<file path="src/rtl/ram_arbiter_if.sv">
// ram_arbiter_if -- bundle of the three requester ports and the RAM port of
// the shared-RAM arbiter.
//   Loader port      : i_ld_req, i_ld_addr, i_ld_wr, i_ld_wdata -> o_ld_ack, o_ld_rdata
//   CPU data port    : i_d_req,  i_d_addr,  i_d_wr,  i_d_wdata  -> o_d_ack,  o_d_rdata
//   CPU instr port   : i_i_req,  i_i_addr                       -> o_i_ack,  o_i_rdata
//   Boot hold        : i_ld_hold (blocks D and I grants)
//   RAM port         : o_ram_en, o_ram_addr, o_ram_wr, o_ram_wdata <- i_ram_rdata
//   Status           : o_busy
// Handshake: a requester raises req with addr/wr/wdata and holds them stable
// until its ack; ack is a single-cycle pulse one cycle after the grant and
// rdata is only meaningful (non-zero) in that ack cycle. Dropping req in the
// ack cycle is allowed; holding it is a new request.
// modport slave is the arbiter side, modport master the requester/RAM side.
interface ram_arbiter_if #(
  parameter int AW = 13,
  parameter int DW = 32
);
  logic            i_ld_req;
  logic [AW-1:0]   i_ld_addr;
  logic [DW/8-1:0] i_ld_wr;
  logic [DW-1:0]   i_ld_wdata;
  logic            o_ld_ack;
  logic [DW-1:0]   o_ld_rdata;

  logic            i_d_req;
  logic [AW-1:0]   i_d_addr;
  logic [DW/8-1:0] i_d_wr;
  logic [DW-1:0]   i_d_wdata;
  logic            o_d_ack;
  logic [DW-1:0]   o_d_rdata;

  logic            i_i_req;
  logic [AW-1:0]   i_i_addr;
  logic            o_i_ack;
  logic [DW-1:0]   o_i_rdata;

  logic            i_ld_hold;

  logic            o_ram_en;
  logic [AW-1:0]   o_ram_addr;
  logic [DW/8-1:0] o_ram_wr;
  logic [DW-1:0]   o_ram_wdata;
  logic [DW-1:0]   i_ram_rdata;

  logic            o_busy;

  modport slave (
    input  i_ld_req, i_ld_addr, i_ld_wr, i_ld_wdata,
    output o_ld_ack, o_ld_rdata,
    input  i_d_req, i_d_addr, i_d_wr, i_d_wdata,
    output o_d_ack, o_d_rdata,
    input  i_i_req, i_i_addr,
    output o_i_ack, o_i_rdata,
    input  i_ld_hold,
    output o_ram_en, o_ram_addr, o_ram_wr, o_ram_wdata,
    input  i_ram_rdata,
    output o_busy
  );

  modport master (
    output i_ld_req, i_ld_addr, i_ld_wr, i_ld_wdata,
    input  o_ld_ack, o_ld_rdata,
    output i_d_req, i_d_addr, i_d_wr, i_d_wdata,
    input  o_d_ack, o_d_rdata,
    output i_i_req, i_i_addr,
    input  o_i_ack, o_i_rdata,
    output i_ld_hold,
    input  o_ram_en, o_ram_addr, o_ram_wr, o_ram_wdata,
    output i_ram_rdata,
    input  o_busy
  );
endinterface

</file>
<file path="src/rtl/ram_arbiter.sv">
// ram_arbiter -- three-port arbiter in front of one single-port synchronous
// RAM (read data one cycle after enable).
//   i_clk       : clock, rising edge
//   i_rst       : asynchronous active-low reset
//   bus         : ram_arbiter_if.slave (loader, CPU data, CPU instr, RAM port)
//   o_dbg_state : FSM state, 0 = IDLE (no ack pending), 1 = ACK (ack pending)
// Grant is combinational on the current requests and drives the RAM port in
// the same cycle. Loader has fixed top priority; D and I share round-robin.
// A port whose ack is being issued this cycle is not eligible, so a req held
// through its ack is re-granted at the earliest one cycle later, while
// another port can use the RAM in that ack cycle.
module ram_arbiter #(
  parameter int AW = 13,
  parameter int DW = 32
) (
  input  logic            i_clk,
  input  logic            i_rst,
  ram_arbiter_if.slave    bus,
  output logic            o_dbg_state
);

  typedef enum logic {ST_IDLE = 1'b0, ST_ACK = 1'b1} state_t;
  typedef enum logic [1:0] {
    PORT_NONE = 2'd0,
    PORT_L    = 2'd1,
    PORT_D    = 2'd2,
    PORT_I    = 2'd3
  } port_t;

  state_t state;
  port_t  ack_port;   // port whose ack is issued while state == ST_ACK
  port_t  grant;
  logic   rr_last_i;  // 1: I won the last D/I grant, so D wins the next tie
  logic   ld_ack_q;
  logic   d_ack_q;
  logic   i_ack_q;

  logic l_ok;
  logic d_ok;
  logic i_ok;

  // Grant selection. Gated by i_rst so nothing reaches the RAM while reset
  // is asserted.
  always_comb begin
    l_ok  = i_rst && bus.i_ld_req
            && !(state == ST_ACK && ack_port == PORT_L);
    d_ok  = i_rst && bus.i_d_req && !bus.i_ld_hold
            && !(state == ST_ACK && ack_port == PORT_D);
    i_ok  = i_rst && bus.i_i_req && !bus.i_ld_hold
            && !(state == ST_ACK && ack_port == PORT_I);
    grant = PORT_NONE;
    if (l_ok)
      grant = PORT_L;
    else if (d_ok && i_ok)
      grant = rr_last_i ? PORT_D : PORT_I;
    else if (d_ok)
      grant = PORT_D;
    else if (i_ok)
      grant = PORT_I;
  end

  // RAM port mux; all zero when nothing is granted. The instruction port is
  // read-only so it never drives write enables or write data.
  always_comb begin
    bus.o_ram_en    = 1'b0;
    bus.o_ram_addr  = '0;
    bus.o_ram_wr    = '0;
    bus.o_ram_wdata = '0;
    case (grant)
      PORT_L: begin
        bus.o_ram_en    = 1'b1;
        bus.o_ram_addr  = bus.i_ld_addr;
        bus.o_ram_wr    = bus.i_ld_wr;
        bus.o_ram_wdata = bus.i_ld_wdata;
      end
      PORT_D: begin
        bus.o_ram_en    = 1'b1;
        bus.o_ram_addr  = bus.i_d_addr;
        bus.o_ram_wr    = bus.i_d_wr;
        bus.o_ram_wdata = bus.i_d_wdata;
      end
      PORT_I: begin
        bus.o_ram_en    = 1'b1;
        bus.o_ram_addr  = bus.i_i_addr;
      end
      default: ;
    endcase
  end

  // Grant/ack tracking FSM with registered ack outputs. Any grant moves to
  // (or stays in) ST_ACK with the granted port recorded; otherwise IDLE.
  always_ff @(posedge i_clk or negedge i_rst) begin
    if (!i_rst) begin
      state     <= ST_IDLE;
      ack_port  <= PORT_NONE;
      rr_last_i <= 1'b1;
      ld_ack_q  <= 1'b0;
      d_ack_q   <= 1'b0;
      i_ack_q   <= 1'b0;
    end else begin
      ld_ack_q <= (grant == PORT_L);
      d_ack_q  <= (grant == PORT_D);
      i_ack_q  <= (grant == PORT_I);
      case (state)
        ST_IDLE: begin
          if (grant != PORT_NONE) begin
            state    <= ST_ACK;
            ack_port <= grant;
          end
        end
        ST_ACK: begin
          if (grant != PORT_NONE) begin
            state    <= ST_ACK;
            ack_port <= grant;
          end else begin
            state    <= ST_IDLE;
            ack_port <= PORT_NONE;
          end
        end
        default: begin
          state    <= ST_IDLE;
          ack_port <= PORT_NONE;
        end
      endcase
      // Loader grants leave the D/I round-robin pointer alone.
      if (grant == PORT_D)
        rr_last_i <= 1'b0;
      else if (grant == PORT_I)
        rr_last_i <= 1'b1;
    end
  end

  always_comb begin
    bus.o_ld_ack   = ld_ack_q;
    bus.o_d_ack    = d_ack_q;
    bus.o_i_ack    = i_ack_q;
    bus.o_ld_rdata = ld_ack_q ? bus.i_ram_rdata : '0;
    bus.o_d_rdata  = d_ack_q  ? bus.i_ram_rdata : '0;
    bus.o_i_rdata  = i_ack_q  ? bus.i_ram_rdata : '0;
    bus.o_busy     = bus.o_ram_en || (state == ST_ACK);
    o_dbg_state    = state;
  end

endmodule

</file>
<file path="src/flat_wrapper.sv">
// flat-port wrapper written by rule: the top's interface ports become plain ports
module ram_arbiter_flat 
#(
  parameter int AW = 13,
  parameter int DW = 32
)
  (i_clk, i_rst, o_dbg_state, bus_i_ld_req, bus_i_ld_addr, bus_i_ld_wr, bus_i_ld_wdata, bus_o_ld_ack, bus_o_ld_rdata, bus_i_d_req, bus_i_d_addr, bus_i_d_wr, bus_i_d_wdata, bus_o_d_ack, bus_o_d_rdata, bus_i_i_req, bus_i_i_addr, bus_o_i_ack, bus_o_i_rdata, bus_i_ld_hold, bus_o_ram_en, bus_o_ram_addr, bus_o_ram_wr, bus_o_ram_wdata, bus_i_ram_rdata, bus_o_busy);
  ram_arbiter_if #(.AW(AW), .DW(DW)) bus_i ();
  input  logic i_clk;
  input  logic i_rst;
  output logic o_dbg_state;
  input wire logic [$bits(bus_i.i_ld_req)-1:0] bus_i_ld_req;
  input wire logic [$bits(bus_i.i_ld_addr)-1:0] bus_i_ld_addr;
  input wire logic [$bits(bus_i.i_ld_wr)-1:0] bus_i_ld_wr;
  input wire logic [$bits(bus_i.i_ld_wdata)-1:0] bus_i_ld_wdata;
  output wire logic [$bits(bus_i.o_ld_ack)-1:0] bus_o_ld_ack;
  output wire logic [$bits(bus_i.o_ld_rdata)-1:0] bus_o_ld_rdata;
  input wire logic [$bits(bus_i.i_d_req)-1:0] bus_i_d_req;
  input wire logic [$bits(bus_i.i_d_addr)-1:0] bus_i_d_addr;
  input wire logic [$bits(bus_i.i_d_wr)-1:0] bus_i_d_wr;
  input wire logic [$bits(bus_i.i_d_wdata)-1:0] bus_i_d_wdata;
  output wire logic [$bits(bus_i.o_d_ack)-1:0] bus_o_d_ack;
  output wire logic [$bits(bus_i.o_d_rdata)-1:0] bus_o_d_rdata;
  input wire logic [$bits(bus_i.i_i_req)-1:0] bus_i_i_req;
  input wire logic [$bits(bus_i.i_i_addr)-1:0] bus_i_i_addr;
  output wire logic [$bits(bus_i.o_i_ack)-1:0] bus_o_i_ack;
  output wire logic [$bits(bus_i.o_i_rdata)-1:0] bus_o_i_rdata;
  input wire logic [$bits(bus_i.i_ld_hold)-1:0] bus_i_ld_hold;
  output wire logic [$bits(bus_i.o_ram_en)-1:0] bus_o_ram_en;
  output wire logic [$bits(bus_i.o_ram_addr)-1:0] bus_o_ram_addr;
  output wire logic [$bits(bus_i.o_ram_wr)-1:0] bus_o_ram_wr;
  output wire logic [$bits(bus_i.o_ram_wdata)-1:0] bus_o_ram_wdata;
  input wire logic [$bits(bus_i.i_ram_rdata)-1:0] bus_i_ram_rdata;
  output wire logic [$bits(bus_i.o_busy)-1:0] bus_o_busy;
  assign bus_i.i_ld_req = bus_i_ld_req;
  assign bus_i.i_ld_addr = bus_i_ld_addr;
  assign bus_i.i_ld_wr = bus_i_ld_wr;
  assign bus_i.i_ld_wdata = bus_i_ld_wdata;
  assign bus_o_ld_ack = bus_i.o_ld_ack;
  assign bus_o_ld_rdata = bus_i.o_ld_rdata;
  assign bus_i.i_d_req = bus_i_d_req;
  assign bus_i.i_d_addr = bus_i_d_addr;
  assign bus_i.i_d_wr = bus_i_d_wr;
  assign bus_i.i_d_wdata = bus_i_d_wdata;
  assign bus_o_d_ack = bus_i.o_d_ack;
  assign bus_o_d_rdata = bus_i.o_d_rdata;
  assign bus_i.i_i_req = bus_i_i_req;
  assign bus_i.i_i_addr = bus_i_i_addr;
  assign bus_o_i_ack = bus_i.o_i_ack;
  assign bus_o_i_rdata = bus_i.o_i_rdata;
  assign bus_i.i_ld_hold = bus_i_ld_hold;
  assign bus_o_ram_en = bus_i.o_ram_en;
  assign bus_o_ram_addr = bus_i.o_ram_addr;
  assign bus_o_ram_wr = bus_i.o_ram_wr;
  assign bus_o_ram_wdata = bus_i.o_ram_wdata;
  assign bus_i.i_ram_rdata = bus_i_ram_rdata;
  assign bus_o_busy = bus_i.o_busy;
  ram_arbiter #(.AW(AW), .DW(DW)) u_core (.i_clk(i_clk), .i_rst(i_rst), .bus(bus_i), .o_dbg_state(o_dbg_state));
endmodule
</file>
<file path="config.mk">
export PLATFORM = sky130hd
export DESIGN_NAME = ram_arbiter_flat
export DESIGN_NICKNAME = d
export VERILOG_FILES = /design/src/rtl/ram_arbiter_if.sv /design/src/rtl/ram_arbiter.sv /design/src/flat_wrapper.sv
export SDC_FILE = /design/constraint.sdc
export NUM_CORES = 1
export LEC_CHECK = 0
export BUFFER_PORTS_ARGS = -buffer_cell sky130_fd_sc_hd__buf_2
export CAP_MARGIN = 0
export CORE_AREA = 2 2 116 118
export DETAILED_ROUTE_END_ITERATION = 10
export DIE_AREA = 0 0 118 120
export GPL_ROUTABILITY_DRIVEN = 0
export RECOVER_POWER = 50
export SETUP_SLACK_MARGIN = 0.15
export SYNTH_ARGS = -nofsm -noshare
export SYNTH_HDL_FRONTEND = slang
export SYNTH_SLANG_ARGS = --single-unit
</file>
<file path="constraint.sdc">
create_clock -name i_clk -period 2.43 [get_ports i_clk]
set_input_delay 0.243 -clock i_clk [delete_from_list [all_inputs] [get_ports i_clk]]
set_output_delay 0.243 -clock i_clk [all_outputs]
set_load 0.05 [all_outputs]
</file>
==> out/qor.txt <==
========================================================================================
Number of warnings reported in the yosys synthesis log                                 0
Clock share of power                                                               13.1%
Classification of the worst setup path                                        reg -> out
Global-route wire length before repair                                         16,700 µm
Clock root cell                                                                clkbuf_16
Area growth, synth to finish                                                        177%
Type of element capturing the critical path                                   output pin
Pin count of the biggest net entering global routing                                  35
Standard-cell rows                                                                    42
Standard cell core area                                                       13,000 µm²
# DRC                                                                                  0
Worst-path cell chain                                                       nand3b_4 > and3_4 > or2_4 > ha_4 > buf_12 > buf_8 > a222oi_1 > nor2_2 > buf_6
#FFs+latches synth                                                                     7
Sequential power share                                                              7.6%
Final setup margin                                                             -0.103 ns
WP data arrival                                                                  2.29 ns
Placement Setup Slack                                                          0.0257 ns
Most frequent cell after synthesis                                                and2_1
Top post-synthesis cells by count                                           96 x and2_1, 37 x nor2b_1, 36 x a22oi_1, 15 x clkbuf_1, 15 x nor2_1
Startpoint class of the critical path                                               flop
Max stage delay on crit path                                                     0.41 ns
Number of routed nets with antenna violations                                          0
Reg clk slew, reported paths                                                     0.04 ns
Insertion delay of the later-clocked pin in the worst-skew pair                  0.23 ns
Proportion of netlist area held by the largest area contributor                    33.4%
Predominant post-synthesis flop cell                                             dfrtp_1
Total power per unit cell area                                                428 nW/µm²
Sequential element share of the synthesized area                                   9.81%
Number of synthesized flops with an enable pin                                         0
Detailed-route vias per instance                                                    4.32
# nets final                                                                         725
Data required time of the worst path                                             2.19 ns
Total routing resource utilization after global routing                            14.7%
Total leakage power                                                              2.53 nW
Chip Height                                                                       120 µm
Total clock sinks                                                                      7
Number of detailed-routing iterations run before antenna repair                        6
Starting Density                                                                   13.9%
Port Buffer Count                                                                    299
Leading post-synthesis cells by cell area                                   and2_1 33%, a22oi_1 15%, nor2b_1 13%
Min Clock Period, post-route                                                     2.53 ns
Clock Skew                                                                   0.000642 ns
I/O pins                                                                             300
Syn Std Cell Area                                                               1800 µm²
Max-slew violation total from the final report                                         0
Post-placement cell area                                                        3980 µm²
Peak Freq                                                                      0.395 GHz
Internal power consumption                                                       1.07 mW
Worst-margin pin slew                                                           0.831 ns
Worst hold slack after final layout                                             0.144 ns
Setup Total Neg Slack                                                           -1.75 ns
Starting DRT DRC Count                                                               124
Share of total power in combinational logic                                        79.3%
Mapped Nets                                                                          410
Number of buffers on the longest clock path                                            2
Count of different cell masters after synthesis                                       28
Inserted Clock Buffers                                                                 3
Largest area contributor in the synthesized netlist                               and2_1
Violations in the final reports                                             negative setup slack
WP buf/inv                                                                             3
Maximum vdd drop                                                                0.205 mV
Mean instance size in the synthesized netlist                                   7.02 µm²
WL/cell                                                                          16.1 µm
Worst reg2reg setup slack                                                        0.36 ns
GRT overflow                                                                           0
Layout cell share with drive strength beyond 1                                     75.3%
Hold Fails Final Rpt                                                                   0
Final antenna diode count                                                              0
Maximum fanout along the worst path                                                    6
Switching part of the total power                                                  49.9%
Horizontal die dimension                                                          118 µm
Dominant delay contributor by cell family on the critical path              simple AND/OR/NAND/NOR gates
Fraction of registers with async set/reset                                          100%
Die footprint                                                                 14,200 µm²
CTS tree                                                                             yes
H-tree levels                                                                          1
Max-cap violation count                                                                0
Total detailed-routing wirelength                                              12,000 µm
Status                                                                      finished with violations
CP max stage cell                                                                dfrtp_1
Vias in the first global route                                                     3,110
Switching power                                                                  1.07 mW
HPWL Detailed                                                                    8600 µm
Via total after detailed routing                                                   3,225
Final Setup Violations                                                                49
Worst rel slew slack                                                               44.6%
Hold Crit Class                                                              in -> async
Final standard cell area without fillers                                        4990 µm²
Number of instances in the synthesized netlist                                       256
Initial antenna violation count                                                        0
Portion of the clock cycle consumed by the worst path in the final layout           104%
Unrepaired setup endpoints after global routing                                      yes
========================================================================================
logic make-up (layout without fill, tap and decap cells):
family          count (synthesis)  in the layout  share of synthesized area (%)
compound gates                 56             56                           25.0
fa+ha+maj                       5              5                           3.48
buf+inv                        27            341                           6.75
flops                           7              7                           9.81
simple gates                  161            161                           55.0
power groups by stage:
| stage | Combinational, mW | Sequential, mW | Clock (mW) |
|---|---|---|---|
| 6_report | 1.69 | 0.163 | 0.279 |
| 5_1_grt | 1.77 | 0.165 | 0.292 |
| 4_1_cts | 1.57 | 0.164 | 0.280 |
| 3_5_place_dp | 1.33 | 0.165 | 0 |
| 3_3_place_gp | 1.33 | 0.165 | 0 |
| 2_1_floorplan | 0.918 | 0.174 | 0 |
flip-flops by register name, indices dropped and copies added (netlist names):
| signal | count |
|---|---|
| u_core.bus.o_i_ack | 1 |
| u_core.bus.o_d_ack | 1 |
| u_core.rr_last_i | 1 |
| u_core.ack_port | 2 |
| u_core.o_dbg_state | 1 |
| u_core.bus.o_ld_ack | 1 |
repair_timing:
item	CTS	global route
setup buffers	7	6
endpoints found under the hold margin	2	0
hold buffers	1	0
gates cloned	5	4
pin swaps	10	17
resized for setup	110	49
setup endpoints to repair	50	51
layout make-up:
cell class / instances / area, µm²
Fill cell: 1336 / 7990
Timing Repair Buffer: 335 / 2410
Multi-Input combinational cell: 222 / 2090
Tap cell: 176 / 220
Sequential cell: 7 / 178
Clock buffer: 4 / 78.8
Inverter: 2 / 11.3
tightest hold or removal path, stage by stage:
cell and delay (ns):
clkbuf_1 0.13, buf_4 0.14, clkbuf_1 0.24
worst paths after layout:
| check | from | end | depth (start not counted) |
|---|---|---|---|
| min in group i_clk | bus_i_ld_req | u_core.ack_port[0] | 3 |
| max in group asynchronous | i_rst | u_core.o_dbg_state | 2 |
| setup / recovery | u_core.ack_port[1] | bus_o_ram_addr[12] | 9 |
| hold reg to reg | u_core.rr_last_i | u_core.rr_last_i | 2 |
| setup reg to reg | u_core.ack_port[0] | u_core.ack_port[0] | 8 |
| hold / removal | i_rst | u_core.ack_port[1] | 3 |
per-layer routing:
metal / GRT usage (%) / up-vias / share of wire, %
li1: - / 1528 / -
met1: 15.8 / 1507 / 37
met2: 29.8 / 188 / 55
met3: 3.23 / 2 / 7.7
met4: 1.66 / 0 / 0.21
met5: 0 / - / 0
metrics by stage:
step	utilization, %	total power, mW	instances
3_3_place_gp	30.7	1.50	719
6_report	38.4	2.14	746
2_1_floorplan	-	1.09	256
5_1_grt	38.4	2.23	746
3_5_place_dp	30.7	1.50	719
4_1_cts	35.9	2.02	736
layout by cell type, fill, tap and decap left out, types with 3 or more instances in the layout:
cell type,count
nor2b_4,36
buf_12,14
and2_1,96
nor2_2,3
a22oi_2,31
nor2_4,11
ha_4,4
buf_16,4
buf_4,16
buf_6,37
dfrtp_1,5
clkbuf_16,6
nand3_1,3
a222oi_1,13
buf_2,246
clkbuf_1,5
buf_8,7
a22oi_1,5
Power figures use the tool's default switching activity.
